<file path="src/rtl/vga_pkg.sv">
// Shared VGA definitions.
// Carries screen timing constants, the start-text bitmap size, the blink state
// type and the packed timing/colour bus that travels down the pixel pipeline.
package vga_pkg;

    // 1024x768 @ 60 Hz timing
    localparam int unsigned HOR_ACTIVE = 1024;
    localparam int unsigned HOR_TOTAL  = 1344;
    localparam int unsigned VER_ACTIVE = 768;
    localparam int unsigned VER_TOTAL  = 806;

    // "press start" text bitmap
    localparam int unsigned START_W = 400;
    localparam int unsigned START_H = 48;

    typedef enum logic [1:0] {
        IDLE = 2'd0,
        SHOW = 2'd1,
        HIDE = 2'd2
    } blink_state_e;

    // Timing signals plus pixel colour; 38 bits wide.
    typedef struct packed {
        logic [10:0] hcount;
        logic [10:0] vcount;
        logic        hsync;
        logic        vsync;
        logic        hblnk;
        logic        vblnk;
        logic [11:0] rgb;
    } vga_bus_t;

endpackage

</file>
<file path="src/rtl/vga_delay.sv">
// N-stage register chain for the VGA timing/colour bus.
// Ports:
//   clk     - pixel clock
//   rst_n   - synchronous active-low clear of every stage
//   data_i  - bus entering the chain
//   data_o  - bus delayed by N clocks
module vga_delay #(
    parameter int unsigned DATA_W = 26,
    parameter int unsigned N      = 1
) (
    input  logic              clk,
    input  logic              rst_n,
    input  logic [DATA_W-1:0] data_i,
    output logic [DATA_W-1:0] data_o
);

    logic [DATA_W-1:0] pipe_d [N];
    logic [DATA_W-1:0] pipe_q [N];

    always_comb begin
        pipe_d[0] = data_i;
        for (int i = 1; i < N; i++) begin
            pipe_d[i] = pipe_q[i-1];
        end
    end

    always_ff @(posedge clk) begin
        if (!rst_n) begin
            for (int i = 0; i < N; i++) begin
                pipe_q[i] <= '0;
            end
        end else begin
            for (int i = 0; i < N; i++) begin
                pipe_q[i] <= pipe_d[i];
            end
        end
    end

    assign data_o = pipe_q[N-1];

endmodule

</file>
<file path="src/rtl/draw_start_screen.sv">
// Overlays the blinking "press start" bitmap onto the VGA pixel stream.
// Ports:
//   clk, rst_n            - pixel clock, synchronous active-low reset
//   enable                - game is in its start state
//   hcount_in..rgb_in     - upstream pixel coordinates, timing and colour
//   rom_addr / rom_pixel  - start-text ROM address out, data back one clock later
//   hcount_out..rgb_out   - same bus three clocks later with the text composited
module draw_start_screen
    import vga_pkg::*;
#(
    parameter int unsigned X_POS        = 112,
    parameter int unsigned Y_POS        = 200,
    parameter int unsigned WIDTH        = START_W,
    parameter int unsigned HEIGHT       = START_H,
    parameter int unsigned BLINK_FRAMES = 30,
    parameter logic [11:0] KEY_COLOR    = 12'hF0F
) (
    input  logic        clk,
    input  logic        rst_n,
    input  logic        enable,
    input  logic [10:0] hcount_in,
    input  logic [10:0] vcount_in,
    input  logic        hsync_in,
    input  logic        vsync_in,
    input  logic        hblnk_in,
    input  logic        vblnk_in,
    input  logic [11:0] rgb_in,
    output logic [14:0] rom_addr,
    input  logic [11:0] rom_pixel,
    output logic [10:0] hcount_out,
    output logic [10:0] vcount_out,
    output logic        hsync_out,
    output logic        vsync_out,
    output logic        hblnk_out,
    output logic        vblnk_out,
    output logic [11:0] rgb_out
);

    localparam int unsigned CNT_W = (BLINK_FRAMES > 1) ? $clog2(BLINK_FRAMES) : 1;

    localparam logic [10:0]      X_LO     = 11'(X_POS);
    localparam logic [10:0]      X_HI     = 11'(X_POS + WIDTH);
    localparam logic [10:0]      Y_LO     = 11'(Y_POS);
    localparam logic [10:0]      Y_HI     = 11'(Y_POS + HEIGHT);
    localparam logic [CNT_W-1:0] CNT_LAST = CNT_W'(BLINK_FRAMES - 1);

    logic         in_box;
    logic [10:0]  dx;
    logic [10:0]  dy;
    logic [15:0]  addr_full;
    logic         frame_tick;

    logic [14:0]  rom_addr_d, rom_addr_q;
    logic         vblnk_prev_d, vblnk_prev_q;
    blink_state_e state_d, state_q;
    logic [CNT_W-1:0] cnt_d, cnt_q;
    logic         in_box1_d, in_box1_q;
    logic         vis1_d, vis1_q;
    logic         in_box2_d, in_box2_q;
    logic         vis2_d, vis2_q;
    vga_bus_t     bus_in, bus2;
    vga_bus_t     out_d, out_q;

    // Box test is done on raw coordinates so nothing outside the box can wrap in.
    always_comb begin
        in_box = (hcount_in >= X_LO) && (hcount_in < X_HI) &&
                 (vcount_in >= Y_LO) && (vcount_in < Y_HI) &&
                 !hblnk_in && !vblnk_in;
        dx         = hcount_in - X_LO;
        dy         = vcount_in - Y_LO;
        addr_full  = 16'(dy) * 16'(WIDTH) + 16'(dx);
        rom_addr_d = in_box ? addr_full[14:0] : '0;
    end

    // Frame tick on the rising edge of vertical blanking.
    assign vblnk_prev_d = vblnk_in;
    assign frame_tick   = vblnk_in && !vblnk_prev_q;

    // Blink FSM; only moves on a frame tick so a frame is never torn.
    always_comb begin
        state_d = state_q;
        cnt_d   = cnt_q;
        if (frame_tick) begin
            unique case (state_q)
                IDLE: begin
                    if (enable) begin
                        state_d = SHOW;
                        cnt_d   = '0;
                    end
                end
                SHOW, HIDE: begin
                    if (!enable) begin
                        state_d = IDLE;
                        cnt_d   = '0;
                    end else if (cnt_q == CNT_LAST) begin
                        state_d = (state_q == SHOW) ? HIDE : SHOW;
                        cnt_d   = '0;
                    end else begin
                        cnt_d = cnt_q + 1'b1;
                    end
                end
                default: begin
                    state_d = IDLE;
                    cnt_d   = '0;
                end
            endcase
        end
    end

    // Stage 1 captures the pre-update state, so a tick never affects its own pixel.
    always_comb begin
        in_box1_d = in_box;
        vis1_d    = (state_q == SHOW);
        in_box2_d = in_box1_q;
        vis2_d    = vis1_q;
    end

    always_comb begin
        bus_in.hcount = hcount_in;
        bus_in.vcount = vcount_in;
        bus_in.hsync  = hsync_in;
        bus_in.vsync  = vsync_in;
        bus_in.hblnk  = hblnk_in;
        bus_in.vblnk  = vblnk_in;
        bus_in.rgb    = rgb_in;
    end

    // Stages 1 and 2: bus arrives at stage 2 alongside rom_pixel.
    vga_delay #(
        .DATA_W ($bits(vga_bus_t)),
        .N      (2)
    ) u_bus_delay (
        .clk    (clk),
        .rst_n  (rst_n),
        .data_i (bus_in),
        .data_o (bus2)
    );

    // Stage 3 composite: key colour lets the background through.
    always_comb begin
        out_d = bus2;
        if (in_box2_q && vis2_q && (rom_pixel != KEY_COLOR)) begin
            out_d.rgb = rom_pixel;
        end
    end

    always_ff @(posedge clk) begin
        if (!rst_n) begin
            rom_addr_q   <= '0;
            vblnk_prev_q <= 1'b0;
            state_q      <= IDLE;
            cnt_q        <= '0;
            in_box1_q    <= 1'b0;
            vis1_q       <= 1'b0;
            in_box2_q    <= 1'b0;
            vis2_q       <= 1'b0;
            out_q        <= '0;
        end else begin
            rom_addr_q   <= rom_addr_d;
            vblnk_prev_q <= vblnk_prev_d;
            state_q      <= state_d;
            cnt_q        <= cnt_d;
            in_box1_q    <= in_box1_d;
            vis1_q       <= vis1_d;
            in_box2_q    <= in_box2_d;
            vis2_q       <= vis2_d;
            out_q        <= out_d;
        end
    end

    assign rom_addr   = rom_addr_q;
    assign hcount_out = out_q.hcount;
    assign vcount_out = out_q.vcount;
    assign hsync_out  = out_q.hsync;
    assign vsync_out  = out_q.vsync;
    assign hblnk_out  = out_q.hblnk;
    assign vblnk_out  = out_q.vblnk;
    assign rgb_out    = out_q.rgb;

endmodule

</file>
<file path="config.mk">
export PLATFORM = sky130hd
export DESIGN_NAME = draw_start_screen
export DESIGN_NICKNAME = d
export VERILOG_FILES = /design/src/rtl/vga_pkg.sv /design/src/rtl/vga_delay.sv /design/src/rtl/draw_start_screen.sv
export SDC_FILE = /design/constraint.sdc
export NUM_CORES = 1
export LEC_CHECK = 0
export ABC_AREA = 1
export CAP_MARGIN = 10
export CELL_PAD_IN_SITES_DETAIL_PLACEMENT = 1
export CELL_PAD_IN_SITES_GLOBAL_PLACEMENT = 1
export CORE_ASPECT_RATIO = 0.5
export CORE_MARGIN = 2
export CORE_UTILIZATION = 35
export DETAILED_ROUTE_END_ITERATION = 16
export PLACE_DENSITY_LB_ADDON = 0.2
export SYNTH_ARGS = -nofsm -noshare
export SYNTH_HDL_FRONTEND = slang
export SYNTH_SLANG_ARGS = --single-unit
</file>
<file path="constraint.sdc">
create_clock -name clk -period 6.6 [get_ports clk]
set_input_delay 0.99 -clock clk [delete_from_list [all_inputs] [get_ports clk]]
set_output_delay 0.99 -clock clk [all_outputs]
set_load 0.02 [all_outputs]
</file>
==> results.md, run 1 <==
- Status: complete, no violations
- CP Launch Type: primary input
- CP delay by family, top: adder cells
- CTS buffer count: 17
- Largest area contributor in the netlist: dfxtp_1
- Hold Crit Endpoint: u_bus_delay.pipe_q[0][74]
- Net Sw Frac: 29.8%
- Register area share after synthesis: 49.4%
- Flop-to-flop setup slack: 4.78 ns
- Post-DP HPWL: 9500 um
- Clock skew: 0.00806 ns
- Via density: 4.24
- H-tree depth: 4
- Syn nets: 804
- Vias in the first global route: 4599
- Syn Std Cell Area: 5680 um^2
- GRT overflow: 0
- Max_slew headroom: 54.6%
- Total GRT Usage: 16.2%
- Final ANT Viol Nets: 0
- Final std cells w/o fill: 1035
- Area grow syn2layout: 32.5%
- Sequential Power Share: 39.3%
- Initial antenna violation count: 1
- Synth top area share: 49.4%
- Tcrit/Tclk final: 65.7%
- Minimum clock period: 4.34 ns
- DRC viols: 0
- CTS root buf: clkbuf_16
- Crit path arrival time: 4.65 ns
- Core region area: 15600 um^2
- Ys async rst share: 0%
- Critical path launch point: vcount_in[3]
- Mean area per synthesized cell: 8.01 um^2
- Drt first pass iters: 4
- IO Pins: 106
- Cell row count: 32
- Slowest stage delay, CP: 0.58 ns
- Post-synth EDFFs: 0
- Top_reg_cell synth: dfxtp_1
- Routability Congestion: 0.756
- Hold WC Path Type: flip-flop to flip-flop
- Pin count of the biggest net entering global routing: 74
- Initial Utilization: 36.4%
- First-pass GRT wire length: 21800 um
- Slew Viols, Final: 0
- Die X: 184 um
- CTS Hold Buffers Added: 0
- Critical R2R Capture: cnt_q[1]
- Die area: 17300 um^2
- Pint: 1.58 mW
- CP Class: primary input to flip-flop
- Count leader, synth: inv_1
- PostCTS Resize Cnt: 0
- Critical Path RT: 6.91 ns
- CP max stage cell: clkdlybuf4s50_1
- Maximum VDD drop: 0.191 mV
- TNS Setup: 0 ns
- Routed wire per std cell: 12.4 um
- Layout cell share with drive strength beyond 1: 7.46%
- Register bit total from synthesis: 140
- Hold Fails Final Rpt: 0
- Synth Warn #: 0
- Hold path startpoint: u_bus_delay.pipe_q[0][36]
- CP Capture Type: flip-flop
- Clock power frac: 42.2%
- Worst R2R Start: state_q[0]
- Maxcap violations: 0
- Lkg Pwr: 4.10 nW
- Clk_lat worst skew: 0.42 ns
- P_sw: 0.671 mW
- CTS tree: done
- Max Freq: 231 MHz
- Vias: 4387
- Most used cell, CP: inv_1
- Top post-synthesis cells by area: dfxtp_1, inv_1, nand2_1, ha_1, nor2_1
- Most frequent cells after synthesis: inv_1, nand2_1, dfxtp_1
- Unrepaired setup endpoints after global routing: false
- CP cell instances: clkdlybuf4s50_1 -> inv_1 -> ha_1 -> xor2_1 -> ha_1 -> ha_1 -> inv_1 -> fa_1 -> inv_1 -> ha_1 -> nand2_1 -> inv_1 -> a21oi_1 -> nand2_1 -> nand2_1 -> nand2_1 -> inv_1 -> nand3_2 -> a21oi_1 -> nor2_1
- PwrDens: 300 nW/um^2
- # diodes: 0
- Cell depth of the worst hold path: 2
- Port Buffer Count: 105
- Clock transition at path regs: 0.07 ns
- Placed insts: 1003
- Layout Nets: 913
- Longest Clk Path Bufs: 2
- R2R depth: 10
- Die height: 94.1 um
- Routed WL: 12800 um
- Logic pwr share: 18.5%
- Post-CTS setup buffer count: 0
- Setup violations, final: 0
- CP Buf/Inv Count: 6
- CTS Sinks: 140
- 1st-iter DRT viols: 136
- Unique masters post-synth: 33
- Least-Margin Pin Slew: 0.681 ns
- Mapped Cells: 709
- Crit Path Max Fanout: 6
[worst register-to-register path: stages (launching register included)]
cell	delay [ns]
dfxtp_1	0.36
inv_1	0.07
ha_1	0.19
inv_1	0.07
nor2_1	0.05
nor3_2	0.42
nand2_1	0.15
inv_1	0.10
nor2_1	0.06
inv_1	0.13
a211oi_1	0.07
[metal layers]
layer / global-route usage, % / vias up / wire [um]
met2: 28.7 / 69 / 6280
li1: - / 2303 / -
met4: 4.40 / 0 / 89
met1: 19.2 / 2007 / 5980
met5: 0 / - / 0
met3: 4.57 / 8 / 488
[placed cells by master (no fill, tap or decap), types with 13 or more instances in the layout]
cell type,instances
a21oi_1,13
clkbuf_16,17
clkdlybuf4s50_1,104
dfxtp_1,140
ha_1,36
inv_1,173
nand2_1,172
nand3_1,18
nor2_1,54
o21ai_0,17
[cells by family (layout without fill, tap and decap cells)]
kind of cell	after synthesis	after routing	share of synthesized area, %
and+or+nand+nor	283	283	21.7
buffers and inverters	193	315	13.1
DFF	140	140	49.4
adders and majority gates	42	42	10.0
AOI/OAI and AO/OA	36	36	3.48
xor gates and xnor gates	15	15	2.31
[cell type report]
type / count / area (um^2)
Sequential cell: 140 / 2800
Fill cell: 1844 / 8090
Inverter: 177 / 672
Clock inverter: 15 / 179
Multi-Input combinational cell: 376 / 2130
Tap cell: 204 / 255
Timing Repair Buffer: 106 / 1060
Clock buffer: 17 / 425
[stage by stage]
step                instance area (um^2)  setup slack [ns]  hold slack, ns  total power [mW]  utilization (%)
finish                              7520              2.26           0.405              2.25             48.2
CTS                                 7520              2.23           0.408              2.29             48.2
global route                        7520              1.92           0.430              2.39             48.2
floorplan                           5680              2.69           0.390              1.20                -
global placement                    6920              1.94           0.393              1.31             44.3
detailed placement                  6920              1.79           0.400              1.33             44.3
[state kept, by name, indices dropped and copies added, names as in the netlist, 2 cells and up]
register            flops
vcount_out             11
state_q                 2
u_bus_delay.pipe_q     76
rgb_out                12
hcount_out             11
rom_addr               15
cnt_q                   5
[power by group through the flow]
stage | logic [mW] | clock network, mW | registers [mW]
detailed placement | 0.420 | 0 | 0.906
global placement | 0.407 | 0 | 0.904
floorplan | 0.289 | 0 | 0.911
global route | 0.484 | 1.02 | 0.889
finish | 0.417 | 0.951 | 0.886
CTS | 0.424 | 0.982 | 0.887
[worst max-delay path by stage]
stage | slack [ns] | to | cells past startpoint
2_1_floorplan | 2.69 | rom_addr[14] | 19
3_3_place_gp | 1.94 | rom_addr[14] | 20
3_5_place_dp | 1.79 | rom_addr[14] | 20
4_1_cts | 2.23 | rom_addr[14] | 20
5_1_grt | 1.92 | rom_addr[14] | 20
6_report | 2.26 | rom_addr[14] | 20
No activity file was read; power rests on OpenSTA's default activity.
==> run 2, diff against run 1 <==
clock period = 4.01 ns   (was 6.6 ns; I/O delays follow)
==> results.md, run 2 (same netlist as run 1, synthesis figures left out) <==
- 1st-iter DRT viols: 118 (-13%)
- Unrepaired setup endpoints after global routing: false
- Top reg by flops: u_bus_delay.pipe_q
- CP Launch Type: primary input
- CP max stage cell: fa_1
- # diodes: 0 (unchanged)
- Critical path launch point: vcount_in[3]
- GRT overflow: 0 (unchanged)
- Die height: 94.1 um (unchanged)
- Hold WC Path Type: flip-flop to flip-flop
- Longest Clk Path Bufs: 2 (unchanged)
- Die X: 184 um (unchanged)
- TNS Setup: 0 ns (unchanged)
- Post-DP HPWL: 9630 um (+1.4%)
- Vias in the first global route: 4711 (+2.4%)
- Minimum clock period: 3.72 ns
- DRC viols: 0 (unchanged)
- Maxcap violations: 0 (unchanged)
- DP Area: 7070 um^2 (+2.2%)
- PwrDens: 503 nW/um^2 (+68%)
- Final Instance Area: 7690 um^2 (+2.2%)
- Final ANT Viol Nets: 0 (unchanged)
- Via density: 4.24 (about the same)
- Lkg Pwr: 4.20 nW (+2.5%)
- Clk_lat worst skew: 0.41 ns (about the same)
- Post-CTS setup buffer count: 0 (unchanged)
- Maximum VDD drop: 0.304 mV (+60%)
- Hold Fails Final Rpt: 0 (unchanged)
- Routed wire per std cell: 12.2 um (-1.9%)
- CTS buffer count: 17 (unchanged)
- Clock skew: 0.00901 ns (+0.000948 ns)
- Die area: 17300 um^2 (unchanged)
- Crit Path Max Fanout: 4 (-2)
- CTS tree: done
- CP cell instances: clkdlybuf4s50_1 -> inv_1 -> ha_1 -> xor2_1 -> ha_1 -> ha_1 -> inv_1 -> fa_1 -> inv_1 -> ha_1 -> nand2_1 -> inv_1 -> a21oi_1 -> nand2_1 -> nand2_1 -> nand2_1 -> inv_1 -> nand3_2 -> a21oi_1 -> nor2_1
- Area grow syn2layout: 35.4%
- Layout cell share with drive strength beyond 1: 9.64% (+2.2 points)
- First-pass GRT wire length: 22000 um (+0.89%)
- Commonest non-fill, non-tap cell in the layout: inv_1
- Routed WL: 12800 um (about the same)
- Tcrit/Tclk final: 92.8%
- CP Class: primary input to flip-flop
- Slowest stage delay, CP: 0.53 ns (-0.05 ns)
- CTS Sinks: 140 (unchanged)
- Port Buffer Count: 105 (unchanged)
- Worst R2R Start: state_q[0]
- Max reg flops: 76 (unchanged)
- Most used cell, CP: inv_1
- CTS root buf: clkbuf_16
- Drt first pass iters: 4 (unchanged)
- Core region area: 15600 um^2 (unchanged)
- Layout Nets: 933 (+2.2%)
- Final core utilization: 49.2% (+1.1 points)
- Hold Crit Endpoint: in_box2_q
- Least-Margin Pin Slew: 0.639 ns (-0.0422 ns)
- Final std cells w/o fill: 1055 (+1.9%)
- Status: complete, no violations
- Initial antenna violation count: 0 (-1)
- PostCTS Resize Cnt: 0 (unchanged)
- Cell row count: 32 (unchanged)
- Initial Utilization: 36.4% (unchanged)
- CTS Hold Buffers Added: 0 (unchanged)
- Setup violations, final: 0 (unchanged)
- Slew Viols, Final: 0 (unchanged)
- Cell depth of the worst hold path: 2 (unchanged)
- H-tree depth: 4 (unchanged)
- Max_slew headroom: 57.4% (+2.8 points)
- Crit path arrival time: 4.03 ns (-0.62 ns)
- Clock transition at path regs: 0.07 ns (about the same)
- CP Capture Type: flip-flop
- Most frequent cells in the layout: inv_1, nand2_1, dfxtp_1, clkdlybuf4s50_1, nor2_1
- Total GRT Usage: 16.2% (+0.028 points)
- Flop-to-flop setup slack: 2.20 ns (-2.58 ns)
- # fillers: 1870 (+1.4%)
- Pin count of the biggest net entering global routing: 69 (-6.8%)
- Critical Path RT: 4.32 ns (-2.59 ns)
- Max Freq: 269 MHz
- IO Pins: 106 (unchanged)
- R2R depth: 10 (unchanged)
- Placed insts: 1023 (+2.0%)
- Hold path startpoint: in_box1_q
- Vias: 4473 (+2.0%)
- Critical R2R Capture: state_q[0]
- Routability Congestion: 0.775 (+2.5%)
run 2: cell types whose count changed in the layout (fill, tap and decap cells not counted):
cell        before  now
clkbuf_8         0    1
clkinv_8         3    0
clkinvlp_4       1    3
bufinv_16        1    3
buf_4            2   22
clkinv_4         4    2
clkinv_2         0    1
inv_8            2    1
run 2: final cells by class:
type                            instances  area, um^2  share of cell area [%]
Sequential cell                       140        2800                    36.5
Multi-Input combinational cell        376        2130                    27.7
Timing Repair Buffer                  126        1210                    15.7
Inverter                              177         672                    8.74
Clock buffer                           18         439                    5.71
Tap cell                              204         255                    3.32
Clock inverter                         14         181                    2.36
run 2: how the worst max path moves through the flow:
stage	end	cells after the start
4_1_cts	rom_addr[14]	20
3_5_place_dp	rom_addr[14]	20
6_report	rom_addr[14]	20
5_1_grt	rom_addr[14]	20
2_1_floorplan	rom_addr[14]	19
3_3_place_gp	rom_addr[14]	20
run 2: report_power, final:
part | total [mW] | switching, mW | internal [mW]
Combinational | 0.753 | 0.426 | 0.327
Sequential | 1.46 | 0.0158 | 1.44
Clock | 1.66 | 0.649 | 1.01
Total | 3.87 | 1.09 | 2.78
run 2: worst max-delay path, delay by kind of cell:
kind / cells / cell delay [ns]
fa+ha+maj: 5 / 1.63
simple gates: 6 / 0.42
xor+xnor: 1 / 0.26
compound gates: 2 / 0.36
buf+inv: 6 / 0.75
run 2: through the flow:
stage / power (mW) / hold slack [ns] / setup WS (ns)
floorplan: 1.97 / 0.390 / 0.493
global route: 4.11 / 0.426 / 0.0497
global placement: 2.22 / 0.393 / 0.00556
CTS: 3.93 / 0.408 / 0.295
detailed placement: 2.25 / 0.398 / -0.143
finish: 3.87 / 0.407 / 0.289
run 2: routing by layer:
layer  vias to the layer above  GRT usage (%)  routed length [um]
li1                       2338              -                   -
met1                      2049           20.0                6250
met2                        68           28.2                5990
met3                        18           3.76                 424
met4                         0           5.07                 175
met5                         -              0                   0
